File: config.mk
export PLATFORM = sky130hd
export DESIGN_NAME = pc_sequencer
export DESIGN_NICKNAME = d
export VERILOG_FILES = /design/src/rtl/pc_sequencer.sv
export SDC_FILE = /design/constraint.sdc
export NUM_CORES = 1
export LEC_CHECK = 0
export CAP_MARGIN = 20
export CORE_ASPECT_RATIO = 1.2
export CORE_MARGIN = 5
export CORE_UTILIZATION = 50
export CTS_CLUSTER_SIZE = 10
export DETAILED_ROUTE_END_ITERATION = 10
export GPL_ROUTABILITY_DRIVEN = 1
export PLACE_DENSITY = 0.8
export SYNTH_ARGS = -nofsm -noshare
export SYNTH_HDL_FRONTEND = slang
export SYNTH_SLANG_ARGS = --single-unit
export TNS_END_PERCENT = 1
File: constraint.sdc
create_clock -name clk -period 13.36 [get_ports clk]
set_clock_uncertainty 0.15 [all_clocks]
set_input_delay 2.672 -clock clk [delete_from_list [all_inputs] [get_ports clk]]
set_output_delay 2.672 -clock clk [all_outputs]
set_load 0.01 [all_outputs]
File: src/rtl/pc_sequencer.sv
// Program-counter unit: PC register, next-PC selection (seq/branch/jump/jr) with stall,
// and a circular return-address stack that checks every JR-return against its prediction.
module pc_sequencer #(
  parameter int          XLEN      = 32,
  parameter logic [31:0] RESET_PC  = 32'h0000_0000,
  parameter int          RAS_DEPTH = 4,
  parameter int          IMM_W     = 16
) (
  input  logic             clk,
  input  logic             rst_n,
  input  logic             stall,
  input  logic [1:0]       pc_sel,
  input  logic             branch_taken,
  input  logic [IMM_W-1:0] imm,
  input  logic [25:0]      jidx,
  input  logic [XLEN-1:0]  rs_val,
  input  logic             link,
  input  logic             ret,
  output logic [XLEN-1:0]  pc,
  output logic [XLEN-1:0]  pc_plus4,
  output logic [XLEN-1:0]  imm_ext,
  output logic [XLEN-1:0]  pc_target,
  output logic [XLEN-1:0]  ras_top,
  output logic             ras_empty,
  output logic             ras_full,
  output logic             ras_mismatch,
  output logic             misalign_err
);

  localparam int              PW     = (RAS_DEPTH > 1) ? $clog2(RAS_DEPTH) : 1;
  localparam int              CW     = PW + 1;
  localparam logic [XLEN-1:0] RST_PC = XLEN'(RESET_PC);
  localparam logic [XLEN-1:0] FOUR   = XLEN'(4);
  localparam logic [CW-1:0]   DEPTH  = CW'(RAS_DEPTH);

  logic [XLEN-1:0] pc_q, pc_d;
  logic [XLEN-1:0] ras_q [RAS_DEPTH];
  logic [XLEN-1:0] ras_d [RAS_DEPTH];
  logic [PW-1:0]   wptr_q, wptr_d;
  logic [CW-1:0]   cnt_q, cnt_d;
  logic            mism_q, mism_d;
  logic            mis_q, mis_d;
  logic [XLEN-1:0] jr_target;
  logic [PW-1:0]   top_idx;

  assign pc           = pc_q;
  assign pc_plus4     = pc_q + FOUR;
  assign imm_ext      = {{(XLEN-IMM_W){imm[IMM_W-1]}}, imm};
  assign pc_target    = pc_plus4 + {imm_ext[XLEN-3:0], 2'b00};
  assign jr_target    = {rs_val[XLEN-1:2], 2'b00};
  assign top_idx      = wptr_q - PW'(1);
  assign ras_empty    = (cnt_q == CW'(0));
  assign ras_full     = (cnt_q == DEPTH);
  assign ras_top      = ras_empty ? XLEN'(0) : ras_q[top_idx];
  assign ras_mismatch = mism_q;
  assign misalign_err = mis_q;

  // Next-state: PC select, RAS pop-then-push, one-cycle flag pulses
  always_comb begin
    pc_d   = pc_q;
    ras_d  = ras_q;
    wptr_d = wptr_q;
    cnt_d  = cnt_q;
    mism_d = 1'b0;
    mis_d  = 1'b0;
    if (!stall) begin
      case (pc_sel)
        2'b00:   pc_d = pc_plus4;
        2'b01:   pc_d = branch_taken ? pc_target : pc_plus4;
        2'b10:   pc_d = {pc_plus4[XLEN-1:28], jidx, 2'b00};
        2'b11:   pc_d = jr_target;
        default: pc_d = pc_plus4;
      endcase
      mis_d = (pc_sel == 2'b11) && (rs_val[1:0] != 2'b00);
      if (ret && (pc_sel == 2'b11)) begin
        // Raw rs_val is compared so a misaligned return also counts as mispredicted
        if (ras_empty) begin
          mism_d = 1'b1;
        end else begin
          mism_d = (ras_top != rs_val);
          wptr_d = wptr_q - PW'(1);
          cnt_d  = cnt_q - CW'(1);
        end
      end else begin
        mism_d = 1'b0;
      end
      if (link) begin
        ras_d[wptr_d] = pc_plus4;
        wptr_d        = wptr_d + PW'(1);
        cnt_d         = (cnt_d == DEPTH) ? cnt_d : cnt_d + CW'(1);
      end else begin
        cnt_d = cnt_d;
      end
    end else begin
      pc_d = pc_q;
    end
  end

  // State registers
  always_ff @(posedge clk or negedge rst_n) begin
    if (!rst_n) begin
      pc_q   <= RST_PC;
      wptr_q <= '0;
      cnt_q  <= '0;
      mism_q <= 1'b0;
      mis_q  <= 1'b0;
      for (int i = 0; i < RAS_DEPTH; i++) ras_q[i] <= '0;
    end else begin
      pc_q   <= pc_d;
      wptr_q <= wptr_d;
      cnt_q  <= cnt_d;
      mism_q <= mism_d;
      mis_q  <= mis_d;
      for (int i = 0; i < RAS_DEPTH; i++) ras_q[i] <= ras_d[i];
    end
  end

endmodule

### After elaboration in Yosys (flattened, before gate mapping)

Cells that the tools add are included.
Widths: inputs -> output; s select.

| cells by class | value |
|---|---|
| $add $sub $neg | 6 |
| magnitude comparators | 3 |
| eq/ne operators | 6 |
| muxes and demuxes | 22 |
| bitwise operators | 3 |
| reductions and logical operators | 7 |

Operator list:

| operator | count |
|---|---|
| $mux 32 | 5 |
| $bwmux 128 | 1 |
| $pmux 32 s4 | 1 |
| $bmux 32 s2 | 1 |
| $demux 32 s2 | 1 |
| $add 32x3->32 const B | 1 |
| $add 32x32->32 | 1 |
| $ne 32x32->1 | 1 |
| $mux 3 | 5 |
| $mux 2 | 4 |
| $eq 3x3->1 const B | 2 |
| $ge 3x3->1 const B | 2 |
| $not 2->3 | 2 |
| $eq 2x2->1 const B | 2 |
| $mux 1 | 4 |
| $add 3x1->3 const B | 1 |
| $logic_and 1x1->1 | 3 |
| $logic_not 3->1 | 1 |
| $lt 3x1->1 const B | 1 |
| $sub 3x1->3 const B | 1 |
| $add 2x1->2 const B | 1 |
| $eq 2x1->1 const B | 1 |
| $logic_not 2->1 | 1 |
| $reduce_and 2->1 | 1 |
| 3 further kinds | 3 |

| word-level totals | value |
|---|---|
| register bits after elaboration | 167 |
| input port bits | 82 |
| output and inout port bits | 164 |

### Logic depth before layout (Yosys ltp)

Gate-level depths: netlist of the first run.

| logic depth | value |
|---|---|
| word-level depth | 10 |
| gate-level depth with buffers | 17 |
| gate-level depth less buffers | 15 |

### Worst setup path after synthesis of the first run

No wires, ideal clock.

| timing | value |
|---|---|
| path type | input to output |
| start point | input imm[13] |
| end point | output pc_target[30] |
| arrival time | 4.626 ns |
| slack | 5.912 ns |
| cell stages on the path | 8 |
| path buffers | 0 |
| cells stage by stage | ha_1 > a21o_1 > a21o_1 > a221o_1 > a31oi_2 > o211ai_1 > a221o_1 > xnor2_2 |

| on the way | value |
|---|---|
| word-level cells in the longest chain between the ends | 1 |

Ends and longest elaborated chain:

| item | RTL line | source |
|---|---|---|
| start: declaration | 14 | `input logic [IMM_W-1:0] imm,` |
| $add 32x32->32 | 49 | `assign pc_target = pc_plus4 + {imm_ext[XLEN-3:0], 2'b00};` |
| end: declaration | 22 | `output logic [XLEN-1:0] pc_target,` |

Every way passes these cells.

### Worst setup path in the final report of the first run

| timing | value |
|---|---|
| start point | input imm[15] |
| end point | output pc_target[30] |

Same word-level chain as after synthesis.

==> results of run 1 <==
==> logic make-up (layout without fill, tap and decap cells) <==
| family | Yosys count | count (layout) | synth area share [%] |
|---|---|---|---|
| AND/OR/NAND/NOR | 334 | 334 | 14.9 |
| AO/OA/AOI/OAI | 314 | 314 | 18.0 |
| buffers and inverters | 164 | 344 | 7.51 |
| flip-flops | 157 | 157 | 37.4 |
| XOR/XNOR | 90 | 90 | 7.58 |
| multiplexers | 55 | 55 | 9.20 |
| adder cells (fa/ha/maj) | 44 | 44 | 5.32 |
| other | 1 | 8 | 0.0357 |
==> routing by layer <==
| layer | vias to the layer above | routed length (um) |
|---|---|---|
| met5 | - | 0 |
| met4 | 0 | 1540 |
| met3 | 86 | 2520 |
| met2 | 465 | 17300 |
| met1 | 4717 | 13700 |
| li1 | 4363 | - |
==> worst min path at each step <==
stage | startpoint | to | slack [ns]
floorplan | ras_q[66]$_DFFE_PN0P_ | ras_q[66]$_DFFE_PN0P_ | 0.29
global placement | ras_q[78]$_DFFE_PN0P_ | ras_q[78]$_DFFE_PN0P_ | 0.31
detailed placement | ras_q[47]$_DFFE_PN0P_ | ras_q[47]$_DFFE_PN0P_ | 0.32
CTS | ras_q[47]$_DFFE_PN0P_ | ras_q[47]$_DFFE_PN0P_ | 0.33
global route | ras_q[54]$_DFFE_PN0P_ | ras_q[54]$_DFFE_PN0P_ | 0.34
finish | ras_q[47]$_DFFE_PN0P_ | ras_q[47]$_DFFE_PN0P_ | 0.33
==> critical path: cells and delay by family <==
family	cells	cell delay, ns
buffers and inverters	3	1.38
AOI/OAI and AO/OA	4	1.24
and+or+nand+nor	2	0.17
xor gates and xnor gates	1	0.18
adders and majority gates	1	0.36
==> Yosys cell counts (7+ instances only) <==
| library cell | instances |
|---|---|
| xnor2_1 | 70 |
| and3_1 | 9 |
| mux4_2 | 31 |
| a22oi_1 | 10 |
| and2_1 | 33 |
| nand2_1 | 175 |
| buf_4 | 42 |
| nor3_1 | 12 |
| nor2_1 | 42 |
| nand4_1 | 14 |
| clkbuf_1 | 50 |
| o21ai_0 | 161 |
| inv_1 | 62 |
| a21oi_1 | 50 |
| a21o_1 | 18 |
| nand3_1 | 17 |
| a211oi_1 | 19 |
| a221o_1 | 7 |
| xor2_1 | 19 |
| ha_1 | 43 |
| mux2_2 | 22 |
| dfrtp_1 | 157 |
==> per-stage QoR <==
stage / instance area [sq um] / utilization (%) / power [W]
floorplan: 10500 / - / 0.00164
global placement: 12800 / 61.3 / 0.00226
detailed placement: 12800 / 61.4 / 0.00231
CTS: 13400 / 64.4 / 0.00283
global route: 13400 / 64.4 / 0.00299
finish: 13400 / 64.4 / 0.00284
==> power by group through the flow <==
| stage | sequential [W] | combinational [W] | clock [W] |
|---|---|---|---|
| after detailed placement | 0.000802 | 0.00151 | 0 |
| final | 0.000803 | 0.00153 | 0.000508 |
| after global routing | 0.000824 | 0.00164 | 0.000526 |
| after global placement | 0.000790 | 0.00147 | 0 |
| after floorplan | 0.000757 | 0.000881 | 0 |
| after CTS | 0.000799 | 0.00152 | 0.000509 |
==> sequential cells by signal, indices dropped and copies added, names as in the netlist <==
name,cells
ras_q,120
wptr_q,2
misalign_err,1
ras_mismatch,1
cnt_q,3
pc,30
==> area by class of cell <==
cell class                      count  area share, %
Inverter                           62           1.74
Sequential cell                   157           29.3
Clock buffer                       21           3.29
Timing Repair Buffer              250           18.6
Tap cell                          270           2.52
Multi-Input combinational cell    845           43.3
Clock inverter                     11           1.25
==> impl_results.md, run 1 <==
- Wirelength per Cell: 21.7 um
- Data required time at the worst endpoint: 10.54 ns
- Switching part of the total power: 39.6%
- Crit path DAT: 6.01 ns
- Worst path cell trace: clkdlybuf4s50_1 > buf_4 > ha_1 > nand3_1 > nor2_1 > a221o_1 > a31oi_2 > o211ai_1 > a221o_1 > xnor2_2 > clkdlybuf4s50_1
- Reg-to-reg slack, setup: 8.12 ns
- Setup crit start: imm[15]
- Final Max Tran Viols: 0
- Number of flops mapped to enable cells by yosys: 0
- Via density: 5.96
- Boundary Pins: 246
- Distinct cells, synth: 67
- Final wirelength: 35000 um
- Number of diodes: 0
- First-pass GRT wire length: 54800 um
- Crit path capture: pc_target[30]
- Post-cts repair resize count: 0
- RR Startpoint: pc[2]$_DFFE_PN0N_
- Vias in the first global route: 9989
- Max-Cap Viols: 0
- Total grt overflow: 0
- Prevailing post-synth register cell: dfrtp_1
- TritonCTS buffer count: 17
- Filler cell count: 1651
- M2 GR Usage: 48.8%
- Rows: 58
- Largest cells by area after synthesis: dfrtp_1 37%, o21ai_0 7.7%, mux4_2 6.7%
- Clk slew on worst S/H paths: 0.06 ns
- CP Launch Type: primary input
- Clock power share: 17.9%
- Starting DRT DRC Count: 1138
- Most frequent cells in the layout: 235 x clkdlybuf4s50_1, 175 x nand2_1, 161 x o21ai_0
- # Post-CTS Setup Buffers: 0
- Net load switching power: 0.00112 W
- Relative slew margins: 41.5%
- Final Cycle Share: 66.1%
- GRT Total Usage: 29.2%
- Core area: 20800 sq um
- Hold Fails Final Rpt: 0
- Worst Path Class, Setup: primary input to primary output
- Post-route setup slack: 4.53 ns
- Placer Congestion: 0.961
- Layout cells sized above 1: 8.47%
- Worst-Margin Slew: 0.878 ns
- # DRC: 0
- Die Area: 24000 sq um
- Initial Util: 50.4%
- Post-synth ARST share: 100%
- DRT antenna net count: 0
- Dpl cells: 1584
- Worst IR Drop VDD: 0.0000877 V
- Most common cell after layout, fill and taps aside: clkdlybuf4s50_1
- CP Capture Type: primary output
- GR Util met3: 5.71%
- Seq/Total Area, Yosys: 37.4%
- Seq. cell area: 3930 sq um
- # setup viols final: 0
- CP max stage delay: 0.58 ns
- Largest net degree at the start of global routing: 95
- Crit Reg-Reg Endpoint: pc[29]$_DFFE_PN0N_
- Post-route setup TNS: 0 ns
- Run status: completed
- Synth area leader: dfrtp_1
- Footprint of the multi-input gates: 5800 sq um
- RSZ-0062 raised after global routing: false
- Pleak: 5.80 nW
- Die Ht: 169 um
- Pre-CTS WS: 4.54 ns
- CTS max path bufs: 2
- DRT Pass-1 Iters: 6
- Peak Freq: 113 MHz
- Area Overhead vs Synth: 27.7%
- Mean Syn Cell Area: 9.06 sq um
- Worst-path fanout max: 35
- Final nets: 1459
- DPL Wire Length: 26000 um
- Hold Crit Depth: 2
- Comb pwr share: 53.8%
- Clock Sink Count: 157
- Tmin final: 8.83 ns
- PD cells: 212 nW/um^2
- Pint: 0.00171 W
- HP Class: flop to flop
- H-tree depth: 4
- Initial antenna violation count: 0
- Overall die width: 142 um
- Clock Latency Late Sink: 0.42 ns
- Post-CTS Hold Fix Bufs: 0
- Layer with the highest usage: met2
- Synthesized flop and latch total: 157
- Met1 Use GR: 36.3%
- Root buffer cell: clkbuf_16
- Yosys warns: 0
- Part of the power in registers: 28.3%
- Share of the synthesized area in the top cell type: 37.4%
- Slowest cell on crit path: clkdlybuf4s50_1
- Synthesized instance count: 1159
- Via count: 9631
- Cell area after synthesis: 10500 sq um
- Finished Layout Cells: 1616
- R2r worst-path depth: 14
- # port buffers: 237
- CTS tree: done
- Hold WS: 0.327 ns
Power figures use the tool's default switching activity.
==> run 2: changes to the inputs <==
--- a/config.mk
+++ b/config.mk
@@ -8,11 +8,11 @@
 export CAP_MARGIN = 20
 export CORE_ASPECT_RATIO = 1.2
 export CORE_MARGIN = 5
-export CORE_UTILIZATION = 50
+export CORE_UTILIZATION = 46
 export CTS_CLUSTER_SIZE = 10
 export DETAILED_ROUTE_END_ITERATION = 10
 export GPL_ROUTABILITY_DRIVEN = 1
-export PLACE_DENSITY = 0.8
+export PLACE_DENSITY = 0.78
 export SYNTH_ARGS = -nofsm -noshare
 export SYNTH_HDL_FRONTEND = slang
 export SYNTH_SLANG_ARGS = --single-unit
==> constraint.sdc (replaced) <==
create_clock -name clk -period 7.1 [get_ports clk]
set_clock_uncertainty 0.15 [all_clocks]
set_input_delay 1.42 -clock clk [delete_from_list [all_inputs] [get_ports clk]]
set_output_delay 1.42 -clock clk [all_outputs]
set_load 0.01 [all_outputs]
==> run 2 against run 1 <==
  * Sequential power increased by 88%
  * Via count decreased by 0.18%
  * Register-to-register slack got worse by 5.7 ns
  * Final area decreased by 0.17%
  * Final cell count increased by 0.62%
  * Core utilization decreased by 4.7 points
  * Worst hold slack about the same
  * Combinational power increased by 87%
  * Critical path depth increased by 3
  * Worst setup slack got worse by 4.1 ns
  * Sequential share of layout area about the same
  * Routed wire length increased by 0.71%
  * Largest power group unchanged
==> impl_results.md, run 2 (same netlist as run 1, synthesis figures left out) <==
- Largest net degree at the start of global routing: 89
- Boundary Pins: 246
- PD cells: 394 nW/um^2
- Finished Layout Cells: 1626
- Most common cell after layout, fill and taps aside: clkdlybuf4s50_1
- Pleak: 5.81 nW
- Vias in the first global route: 9645
- TritonCTS buffer count: 17
- Max reg flops: 120
- Slowest cell on crit path: clkdlybuf4s50_1
- Overall die width: 148 um
- Via count: 9614
- # setup viols final: 0
- Pint: 0.00316 W
- RSZ-0062 raised after global routing: false
- Footprint of the multi-input gates: 5820 sq um
- Worst IR Drop VDD: 0.000168 V
- Final Cycle Share: 93.8%
- Root buffer cell: clkbuf_16
- Initial Util: 46.8%
- Worst-Margin Slew: 0.885 ns
- Hold Fails Final Rpt: 0
- Clock Sink Count: 157
- # port buffers: 237
- Starting DRT DRC Count: 907
- Worst path cell trace: ha_1 > nand3_1 > nor4_1 > xnor2_1 > inv_1 > ha_1 > nand2_1 > o22ai_1 > and3b_1 > a21oi_2 > a221oi_2 > o41ai_2 > xnor2_1 > clkdlybuf4s50_1
- Dpl cells: 1592
- Total grt overflow: 0
- Die Area: 25900 sq um
- CP Launch Type: flop
- Clock power share: 17.0%
- Clock Latency Late Sink: 0.43 ns
- DPL Wire Length: 26400 um
- Hold WS: 0.327 ns
- Core area: 22400 sq um
- Run status: completed
- Max-Cap Viols: 0
- Final nets: 1459
- Worst-path fanout max: 10
- CTS tree: done
- Die Ht: 175 um
- Data required time at the worst endpoint: 5.53 ns
- Top reg by flops: ras_q
- Tmin final: 6.66 ns
- Final Max Tran Viols: 0
- Most frequent cells in the layout: 235 x clkdlybuf4s50_1, 175 x nand2_1, 161 x o21ai_0
- Net load switching power: 0.00210 W
- Post-route setup TNS: 0 ns
- GRT Total Usage: 26.7%
- Layout cells sized above 1: 8.84%
- Clk slew on worst S/H paths: 0.06 ns
- Relative slew margins: 41.0%
- Seq. cell area: 3930 sq um
- Rows: 60
- Part of the power in registers: 28.7%
- Final wirelength: 35300 um
- First-pass GRT wire length: 53900 um
- Filler cell count: 1826
- CP max stage delay: 0.58 ns
- Worst Path Class, Setup: flop to primary output
- Via density: 5.91
- Post-CTS Hold Fix Bufs: 0
- Area Overhead vs Synth: 27.5%
- # DRC: 0
- CTS max path bufs: 2
- Placer Congestion: 0.954
- DRT antenna net count: 0
- DRT Pass-1 Iters: 7
- HP Class: flop to flop
- Crit path DAT: 5.09 ns
- CP Capture Type: primary output
- Comb pwr share: 54.3%
- Wirelength per Cell: 21.7 um
- Peak Freq: 150 MHz
- Final Util: 59.6%
- Initial antenna violation count: 1
- Switching part of the total power: 39.9%
- H-tree depth: 4
[run 2: cell count changes in the layout (fill, tap and decap cells not counted), moves of 2 or more]
cell,previous run,this run
bufinv_16,4,2
clkinv_2,2,7
clkbuf_8,0,2
clkinvlp_4,5,1
clkbuf_1,4,1
clkinv_4,0,2
[run 2: final timing paths]
kind / startpoint / to / slack, ns / cells after the start
worst max-delay path: pc[2]$_DFFE_PN0N_ / pc_target[31] / 0.44 / 14
worst min-delay path: ras_q[57]$_DFFE_PN0P_ / ras_q[57]$_DFFE_PN0P_ / 0.33 / 2
max in group asynchronous: rst_n / ras_q[30]$_DFFE_PN0P_ / 4.46 / 2
worst max register to register: pc[2]$_DFFE_PN0N_ / pc[29]$_DFFE_PN0N_ / 2.40 / 14
worst min register to register: ras_q[57]$_DFFE_PN0P_ / ras_q[57]$_DFFE_PN0P_ / 0.33 / 2
min in group asynchronous: rst_n / ras_q[71]$_DFFE_PN0P_ / 0.92 / 1
[run 2: metrics by stage]
| stage | setup slack (ns) | cell area [sq um] | power, W |
|---|---|---|---|
| after floorplan | 1.68 | 10500 | 0.00308 |
| after global placement | 0.802 | 12800 | 0.00428 |
| after detailed placement | 0.740 | 12800 | 0.00434 |
| after CTS | 0.247 | 13400 | 0.00526 |
| after global routing | 0.116 | 13400 | 0.00556 |
| final | 0.437 | 13400 | 0.00527 |
[run 2: critical path, delay by kind of cell, from the launching register on]
| family | cells | cell delay (ns) |
|---|---|---|
| xor gates and xnor gates | 2 | 0.52 |
| buffers and inverters | 2 | 0.81 |
| DFF | 1 | 0.53 |
| AOI/OAI and AO/OA | 4 | 1.07 |
| adders and majority gates | 2 | 0.75 |
| and+or+nand+nor | 4 | 0.97 |
[run 2: layout make-up]
type	instances	area share, %
Inverter	62	1.74
Multi-Input combinational cell	845	43.5
Antenna cell	1	0.0187
Timing Repair Buffer	250	18.5
Tap cell	279	2.61
Clock inverter	12	0.898
Sequential cell	157	29.4
Clock buffer	20	3.41
[run 2: power groups by stage]
stage	combinational, W	sequential [W]	clock, W
2_1_floorplan	0.00166	0.00142	0
3_3_place_gp	0.00279	0.00149	0
3_5_place_dp	0.00283	0.00151	0
4_1_cts	0.00285	0.00150	0.000899
5_1_grt	0.00307	0.00155	0.000939
6_report	0.00286	0.00151	0.000894
[run 2: timing repair]
item	4_1_cts	5_1_grt
setup buffers	0	0
endpoints found under the setup margin	0	2
resized for setup	0	2
hold endpoints to repair	0	0
[run 2: per-layer routing]
metal | global-route usage [%] | wire length (um) | share of wire, % | up-vias
met5 | 0 | 0 | 0 | -
met4 | 10.6 | 1360 | 3.9 | 0
met3 | 4.98 | 2500 | 7.1 | 71
met2 | 45.5 | 17500 | 50 | 449
met1 | 33.7 | 13900 | 40 | 4717
li1 | - | - | - | 4377
